`src/rtl/sddac_pkg.sv`:
```
`default_nettype none
// +----------------------------------------------------------------------------+
// | sddac_pkg: widths, loop constants and arithmetic helpers for sddac_mod2   |
// | Rev 1.0                                                                    |
// +----------------------------------------------------------------------------+
package sddac_pkg;

  localparam int DATA_W  = 18;
  localparam int ACC_W   = DATA_W + 4;
  localparam int SUM_W   = ACC_W + 2;
  localparam int FS_INT  = 2 ** (DATA_W - 1);
  localparam int CLIP_INT = (FS_INT * 3) / 4;
  localparam int ACC_MAX = 2 ** (ACC_W - 1) - 1;
  localparam int ACC_MIN = -(2 ** (ACC_W - 1));

  typedef logic signed [DATA_W-1:0] sample_t;
  typedef logic signed [ACC_W-1:0]  acc_t;
  typedef logic signed [SUM_W-1:0]  sum_t;

  localparam sample_t CLIP     = sample_t'(CLIP_INT);
  localparam sample_t CLIP_NEG = sample_t'(-CLIP_INT);
  localparam acc_t    FS       = acc_t'(FS_INT);
  localparam acc_t    FS_NEG   = acc_t'(-FS_INT);

  function automatic acc_t sext(input sample_t s);
    return {{(ACC_W - DATA_W){s[DATA_W-1]}}, s};
  endfunction

  function automatic sample_t clamp(input sample_t s);
    if (s > CLIP)
      return CLIP;
    else if (s < CLIP_NEG)
      return CLIP_NEG;
    else
      return s;
  endfunction

  // Two guard bits cover a + b - fb for any three ACC_W operands.
  function automatic acc_t sat(input sum_t v);
    if (v > sum_t'(ACC_MAX))
      return acc_t'(ACC_MAX);
    else if (v < sum_t'(ACC_MIN))
      return acc_t'(ACC_MIN);
    else
      return v[ACC_W-1:0];
  endfunction

endpackage
`default_nettype wire

```
`src/rtl/sddac_integrator.sv`:
```
`default_nettype none
// +----------------------------------------------------------------------------+
// | sddac_integrator: saturating accumulator q <= sat(a + b - fb)             |
// | Rev 1.0                                                                    |
// +----------------------------------------------------------------------------+
module sddac_integrator
  import sddac_pkg::*;
(
  input  logic clk,
  input  logic reset,
  input  acc_t a_i,
  input  acc_t b_i,
  input  acc_t fb_i,
  output acc_t q_o,
  output acc_t d_o
);

  acc_t int_q;
  acc_t int_d;

  always_comb begin
    int_d = sat(sum_t'(a_i) + sum_t'(b_i) - sum_t'(fb_i));
  end

  always_ff @(posedge clk or posedge reset) begin
    if (reset)
      int_q <= '0;
    else
      int_q <= int_d;
  end

  assign q_o = int_q;
  assign d_o = int_d;

endmodule
`default_nettype wire

```
`src/rtl/sddac_mod2.sv`:
```
`default_nettype none
// +----------------------------------------------------------------------------+
// | sddac_mod2: 2nd-order sigma-delta modulator with ZOH sample input         |
// | Rev 1.0                                                                    |
// +----------------------------------------------------------------------------+
module sddac_mod2
  import sddac_pkg::*;
#(
  parameter int SAMPLE_PERIOD = 2083
) (
  input  logic              clk,
  input  logic              reset,
  input  logic [DATA_W-1:0] sample_in,
  input  logic              sample_valid,
  output logic              sample_ready,
  input  logic              underrun_clr,
  output logic              underrun,
  output logic              dac_out
);

  localparam int             CNT_W    = $clog2(SAMPLE_PERIOD);
  localparam logic [CNT_W-1:0] CNT_LAST = CNT_W'(SAMPLE_PERIOD - 1);

  logic [CNT_W-1:0] cnt_q, cnt_d;
  sample_t          hold_q, hold_d;
  logic             underrun_q, underrun_d;
  logic             dac_q, dac_d;

  logic strobe;
  acc_t x;
  acc_t fb;
  acc_t int1_q, int2_q, int2_d;
  acc_t int1_next_unused;

  assign strobe = (cnt_q == CNT_LAST);

  always_comb begin
    cnt_d      = strobe ? '0 : cnt_q + CNT_W'(1);
    hold_d     = hold_q;
    underrun_d = underrun_q;
    if (strobe && sample_valid)
      hold_d = sample_t'(sample_in);
    // A missed strobe must win over a coincident clear.
    if (strobe && !sample_valid)
      underrun_d = 1'b1;
    else if (underrun_clr)
      underrun_d = 1'b0;
  end

  assign x  = sext(clamp(hold_q));
  assign fb = dac_q ? FS : FS_NEG;

  sddac_integrator u_int1 (
    .clk   (clk),
    .reset (reset),
    .a_i   (int1_q),
    .b_i   (x),
    .fb_i  (fb),
    .q_o   (int1_q),
    .d_o   (int1_next_unused)
  );

  sddac_integrator u_int2 (
    .clk   (clk),
    .reset (reset),
    .a_i   (int2_q),
    .b_i   (int1_q),
    .fb_i  (fb),
    .q_o   (int2_q),
    .d_o   (int2_d)
  );

  // Quantize the value being loaded so the output tracks int2 without a lag.
  assign dac_d = ~int2_d[ACC_W-1];

  always_ff @(posedge clk or posedge reset) begin
    if (reset) begin
      cnt_q      <= '0;
      hold_q     <= '0;
      underrun_q <= 1'b0;
      dac_q      <= 1'b0;
    end else begin
      cnt_q      <= cnt_d;
      hold_q     <= hold_d;
      underrun_q <= underrun_d;
      dac_q      <= dac_d;
    end
  end

  assign sample_ready = strobe;
  assign underrun     = underrun_q;
  assign dac_out      = dac_q;

endmodule
`default_nettype wire

```
`config.mk`:
```
export PLATFORM = sky130hd
export DESIGN_NAME = sddac_mod2
export DESIGN_NICKNAME = d
export VERILOG_FILES = /design/src/rtl/sddac_pkg.sv /design/src/rtl/sddac_integrator.sv /design/src/rtl/sddac_mod2.sv
export SDC_FILE = /design/constraint.sdc
export NUM_CORES = 1
export LEC_CHECK = 0
export CORE_MARGIN = 3
export CORE_UTILIZATION = 40
export CTS_BUF_LIST = sky130_fd_sc_hd__clkbuf_16
export DETAILED_ROUTE_END_ITERATION = 10
export PLACE_DENSITY = 0.63
export SLEW_MARGIN = 20
export SYNTH_ARGS = -nofsm -noshare
export SYNTH_HDL_FRONTEND = slang
export SYNTH_HIERARCHICAL = 1
export SYNTH_SLANG_ARGS = --single-unit
```
`constraint.sdc`:
```
create_clock -name clk -period 4.47 [get_ports clk]
set_clock_uncertainty 0.05 [all_clocks]
set_input_delay 0.447 -clock clk [delete_from_list [all_inputs] [get_ports clk]]
set_output_delay 0.447 -clock clk [all_outputs]
set_load 0.05 [all_outputs]
```
== Word level (Yosys, flattened, before mapping) ==
Cells that the tools add are included.
Storage, ports and cells
  flip-flop bits (word level): 76
  input bits: 22
  output and inout bits: 3
  logic and storage cells: 33
Operators by class
  add/subtract/negate cells: 5
  magnitude comparators: 6
  equal/unequal tests: 1
  mux-type cells: 10
  bitwise logic cells: 1
  reductions and logical operators: 4
Operator list (number)
  22-bit 2-to-1 mux: 5
  24-bit by 22-bit > comparator with 1-bit output (second input constant): 2
  24-bit by 22-bit less-than comparator with 1-bit output (second input constant): 2
  23-bit by 22-bit subtractor with 24-bit output: 2
  18-bit 2-to-1 mux: 2
  22-bit by 18-bit adder with 23-bit output: 1
  22-bit by 22-bit adder with 23-bit output: 1
  18-bit > comparator (second input constant): 1
  18-bit less-than comparator (second input constant): 1
  12-bit by 1-bit adder with 12-bit output (second input constant): 1
  12-bit == test (second input constant): 1
  12-bit 2-to-1 mux: 1
  1-bit logical AND: 2
  1-bit 2-to-1 mux: 2
  2-bit nonzero test: 1
  1-bit logical NOT: 1
  1-bit inverter: 1

== Logic depth before layout (Yosys ltp) ==
  word-level depth: 8
  gate-level depth with buffers: 20
  gate-level depth less buffers: 17

== Modules after synthesis ==
Netlist, hierarchy kept.
Modules (own cells, without submodules)
  sddac_integrator (u_int1): instances 1, cells an instance 351, area an instance 2881.5 µm², seq. area each 550.5 µm²
  sddac_integrator (u_int2): instances 1, cells an instance 319, area an instance 2672.6 µm², seq. area each 550.5 µm²
  sddac_mod2: instances 1, cells an instance 149, area an instance 1567.8 µm², seq. area each 800.8 µm²

== Worst setup path after synthesis ==
No wires, ideal clock.
  path kind: flip-flop to flip-flop
  start: reg hold_q[15]
  end: reg u_int1.int_q[0] (netlist: u_int1/q_o[0])
  setup time: 150 ps
  arrival: 4191 ps
  required time: 4270 ps
  setup slack: 79 ps
  stages on the path, launching flop included: 19
  buffers on the path: 2
  period minus slack after synthesis: 4391 ps
  cells stage by stage: dfrtp_1 -> o21ai_0 -> ha_1 -> inv_1 -> clkbuf_1 -> nand2_1 -> a21oi_1 -> inv_1 -> fa_1 -> inv_1 -> ha_1 -> a21oi_1 -> nand2_1 -> a2111oi_4 -> nor2_2 -> o311a_4 -> o41ai_4 -> buf_6 -> o211ai_1
On the way
  longest elaborated chain between the ends: 8
  elaborated cells on any way between the ends: 10
  those cells by class: add/sub (2); order compare (4); mux (4)
Ends and longest elaborated chain
  start, declared: line sddac_mod2.sv:25  | sample_t hold_q, hold_d;
  start signal, assigned: line sddac_mod2.sv:84  | hold_q <= hold_d;
  18-bit less-than comparator: line sddac_pkg.sv:32  | else if (s < CLIP_NEG)
  18-bit 2-to-1 mux: line sddac_pkg.sv:32
  18-bit 2-to-1 mux (*): line sddac_pkg.sv:30  | if (s > CLIP)
  named net x[12]: line sddac_mod2.sv:30  | acc_t x;
  22-bit by 18-bit adder with 23-bit output (*): line sddac_integrator.sv:22  | int_d = sat(sum_t'(a_i) + sum_t'(b_i) - sum_t'(fb_i));
  23-bit by 22-bit subtractor with 24-bit output (*): line sddac_integrator.sv:22
  24-bit by 22-bit less-than comparator with 1-bit output: line sddac_pkg.sv:42  | else if (v < sum_t'(ACC_MIN))
  22-bit 2-to-1 mux: line sddac_pkg.sv:42
  22-bit 2-to-1 mux (*): line sddac_pkg.sv:40  | if (v > sum_t'(ACC_MAX))
  named net int1_next_unused[0]: line sddac_mod2.sv:33  | acc_t int1_next_unused;
  end signal, assigned: line sddac_integrator.sv:29  | int_q <= int_d;
  end, declared: line sddac_integrator.sv:18  | acc_t int_q;
Mark *: on every way through the listed nets, which the timed path passes. The rest lies on a longest branch.
A chain may end at the register's enable or synchronous reset.

== Worst setup path after layout ==
  start: reg hold_q[13]
  end: reg u_int1.int_q[16] (netlist: u_int1/q_o[16])
Same word-level chain as after synthesis.

==> qor.yml <==
status: "complete, no violations"
instances_no_fill: 1133
placed_cells: 1114
cp_max_fo: 17
portBuffers: 24
grt_use_total_pct: 16.62
clock-sinks: 76
nets: 1020
slew_headroom_pct: 35.30
fin_ws_ns: 0.2059
cap_violations: 0
antenna_found_initial: 0
ant_nets: 0
clk_latency_ns: 0.34
crit_arrival_ns: 4.44
core_um2: 17360
io-pin-count: 25
hp-class: "primary input to async pin"
grt_max_degree: 32
start_util_pct: 41.03
htreeDepth: 3
pre_cts_slack_ns: -0.04673
ys.flop_type: "dfrtp_1"
worst_pin_slew_ns: 0.9694
die_w_um: 139.4
grt_pass1_vias: 5549
rrSetupSlack_ns: 0.21
min_period_ns: 4.264
fp.dieH_um: 139.4
final_core_util_pct: 48.04
wl_per_cell_um: 13.75
crit_required_ns: 4.65
finalCritPeriodShare_pct: 95.39
yosysWarnings: 6
die_area_um2: 19440
report.final.slew_viol_count: 0
root_buffer: "clkbuf_16"
design_area_um2: 8338
gp_congestion: 0.8291
hpwl_mm: 12.33
synth_edf_count: 0
ys_seq_area_share_pct: 26.70
layout-drive-gt1-share_pct: 11.12
first_pass_iters: 5
startpoint_type: "flop"
drt_wl_total_mm: 15.58
yosysUniqueCellTypes: 68
hold_viol: 0
cts_buffer_depth: 2
drt-initial-drc-count: 360
critPathKind: "flop to flop"
cts_buffers: 9
avgSynthCellArea_um2: 8.696
rows: 48
syn_area_um2: 7122
synthCells: 819
ys_ff_latch: 76
routed_via_density: 5.035
grt_pass1_wl_mm: 26.64
grt-ovfl-total: 0
finalSetupViolCount: 0
cts_tree: "yes"
insertedDiodeCount: 0
clk_pin_slew_worst_paths_ns: 0.06
vias: 5705
fmaxAchievable_mhz: 234.5
place_area_um2: 7918
area_delta_synth_final_pct: 17.08
rsz0062_at_grt: "false"
async_flop_share_pct: 100.0
end_kind: "flop"
drc: 0
cells by family after synthesis:
group                      after synthesis  synth area share (%)
buffers and inverters                  207                 11.47
muxes                                   21                 3.303
AOI/OAI and AO/OA                      201                 19.22
and+or+nand+nor                        176                 12.83
other                                    2                0.1055
xor gates and xnor gates                41                 5.042
DFF                                     76                 26.70
adders and majority gates               95                 21.33
placed cells by master, fill, tap and decap left out, types with 5 or more instances in the layout:
cell | netlist | layout
inv_1 | 187 | 188
dfrtp_1 | 76 | 76
a21oi_1 | 68 | 62
nand2_1 | 59 | 59
ha_1 | 51 | 50
fa_1 | 44 | 44
conb_1 | 2 | 36
buf_4 | 1 | 30
o21ai_0 | 30 | 25
nor2_1 | 24 | 24
clkdlybuf4s50_1 | 0 | 24
xnor2_1 | 21 | 21
mux2_2 | 20 | 20
xor2_1 | 20 | 20
nand3_1 | 20 | 19
a31oi_1 | 19 | 19
a21o_1 | 16 | 15
nand4_1 | 11 | 11
o31ai_1 | 11 | 10
a22oi_1 | 10 | 10
nor2b_1 | 10 | 10
clkbuf_16 | 0 | 9
and3_1 | 10 | 9
o211ai_1 | 8 | 8
nand2b_1 | 8 | 8
o21ai_1 | 2 | 7
nor3_1 | 7 | 6
a21oi_2 | 0 | 6
and2_1 | 5 | 5
state kept, by name, summed over array words and instances, names as in the netlist:
register	count
cnt_q	12
dac_out	1
underrun	1
hold_q	18
u_int2/q_o	22
u_int1/q_o	22
through the flow:
stage                     TNS, ns  hold slack, ns
after floorplan                 0          0.3862
after global placement          0          0.4275
after detailed placement  -0.3497          0.4399
after CTS                       0          0.3111
after global routing            0          0.3182
final                           0          0.3183
final cells by class:
type | instances | area, um2
flip-flops and latches | 76 | 1902
well taps | 225 | 281.5
fillers | 1681 | 9019
clock buffers | 9 | 225.2
clock inverters | 7 | 92.59
multi-input cells | 570 | 4601
repair buffers | 58 | 530.5
inverters | 188 | 705.7
path summary, 6_finish.rpt:
| check | startpoint | cells past startpoint | end |
|---|---|---|---|
| worst max-delay path | hold_q[13] | 18 | u_int1/q_o[16] |
| min in group clk | cnt_q[0] | 1 | cnt_q[0] |
| worst min-delay path | reset | 2 | dac_out |
| worst min register to register | cnt_q[0] | 1 | cnt_q[0] |
| max in group asynchronous | reset | 2 | u_int2/q_o[1] |
| worst max register to register | hold_q[13] | 18 | u_int1/q_o[16] |
cell usage after synthesis (4+ instances only):
cell | instances | area, um2
a21oi_1 | 68 | 340.3
ha_1 | 51 | 638.1
nor4_1 | 6 | 37.54
mux2_2 | 20 | 225.2
and2_1 | 5 | 31.28
nor3_1 | 7 | 35.03
nor2_1 | 24 | 90.09
fa_1 | 44 | 880.8
o31ai_1 | 11 | 82.58
nand3_1 | 20 | 100.1
xor2_1 | 20 | 175.2
buf_6 | 4 | 45.04
xnor2_1 | 21 | 183.9
buf_2 | 5 | 25.02
a21o_1 | 16 | 120.1
o211ai_1 | 8 | 60.06
o21ai_0 | 30 | 150.1
and3_1 | 10 | 62.56
inv_1 | 187 | 701.9
nand2_1 | 59 | 221.5
nand2b_1 | 8 | 50.05
a22oi_1 | 10 | 75.07
a31oi_1 | 19 | 118.9
clkbuf_1 | 9 | 33.78
nor2b_1 | 10 | 62.56
nand4_1 | 11 | 68.82
dfrtp_1 | 76 | 1902
metal layers:
layer | wire length [um] | global-route usage (%)
met1 | 7858 | 24.17
met2 | 7087 | 26.31
met3 | 533 | 2.921
met4 | 100 | 3.193
met5 | 0 | 0
timing repair:
action | CTS | global route
buffers inserted | 0 | 2
pin swaps | 1 | 4
setup endpoints to repair | 15 | 20
gates resized for setup | 5 | 18
hold buffers | 0 | 0
gates cloned | 0 | 0
worst max-delay path, stage by stage (launching register included):
cell and delay, ns:
dfrtp_1 0.40, nor4_2 0.30, nand4_1 0.12, buf_4 0.22, a21oi_2 0.19, buf_4 0.17
inv_1 0.06, fa_1 0.51, inv_1 0.06, ha_1 0.30, buf_4 0.16, inv_1 0.11
o2bb2ai_1 0.09, o41a_1 0.39, mux2i_1 0.21, o311a_4 0.25, buf_6 0.17, nor2_1 0.12
o31ai_1 0.28
Power is left out: the tool's default activity adds up to more than one toggle a clock period on the data nets, which glitch-free logic cannot reach.
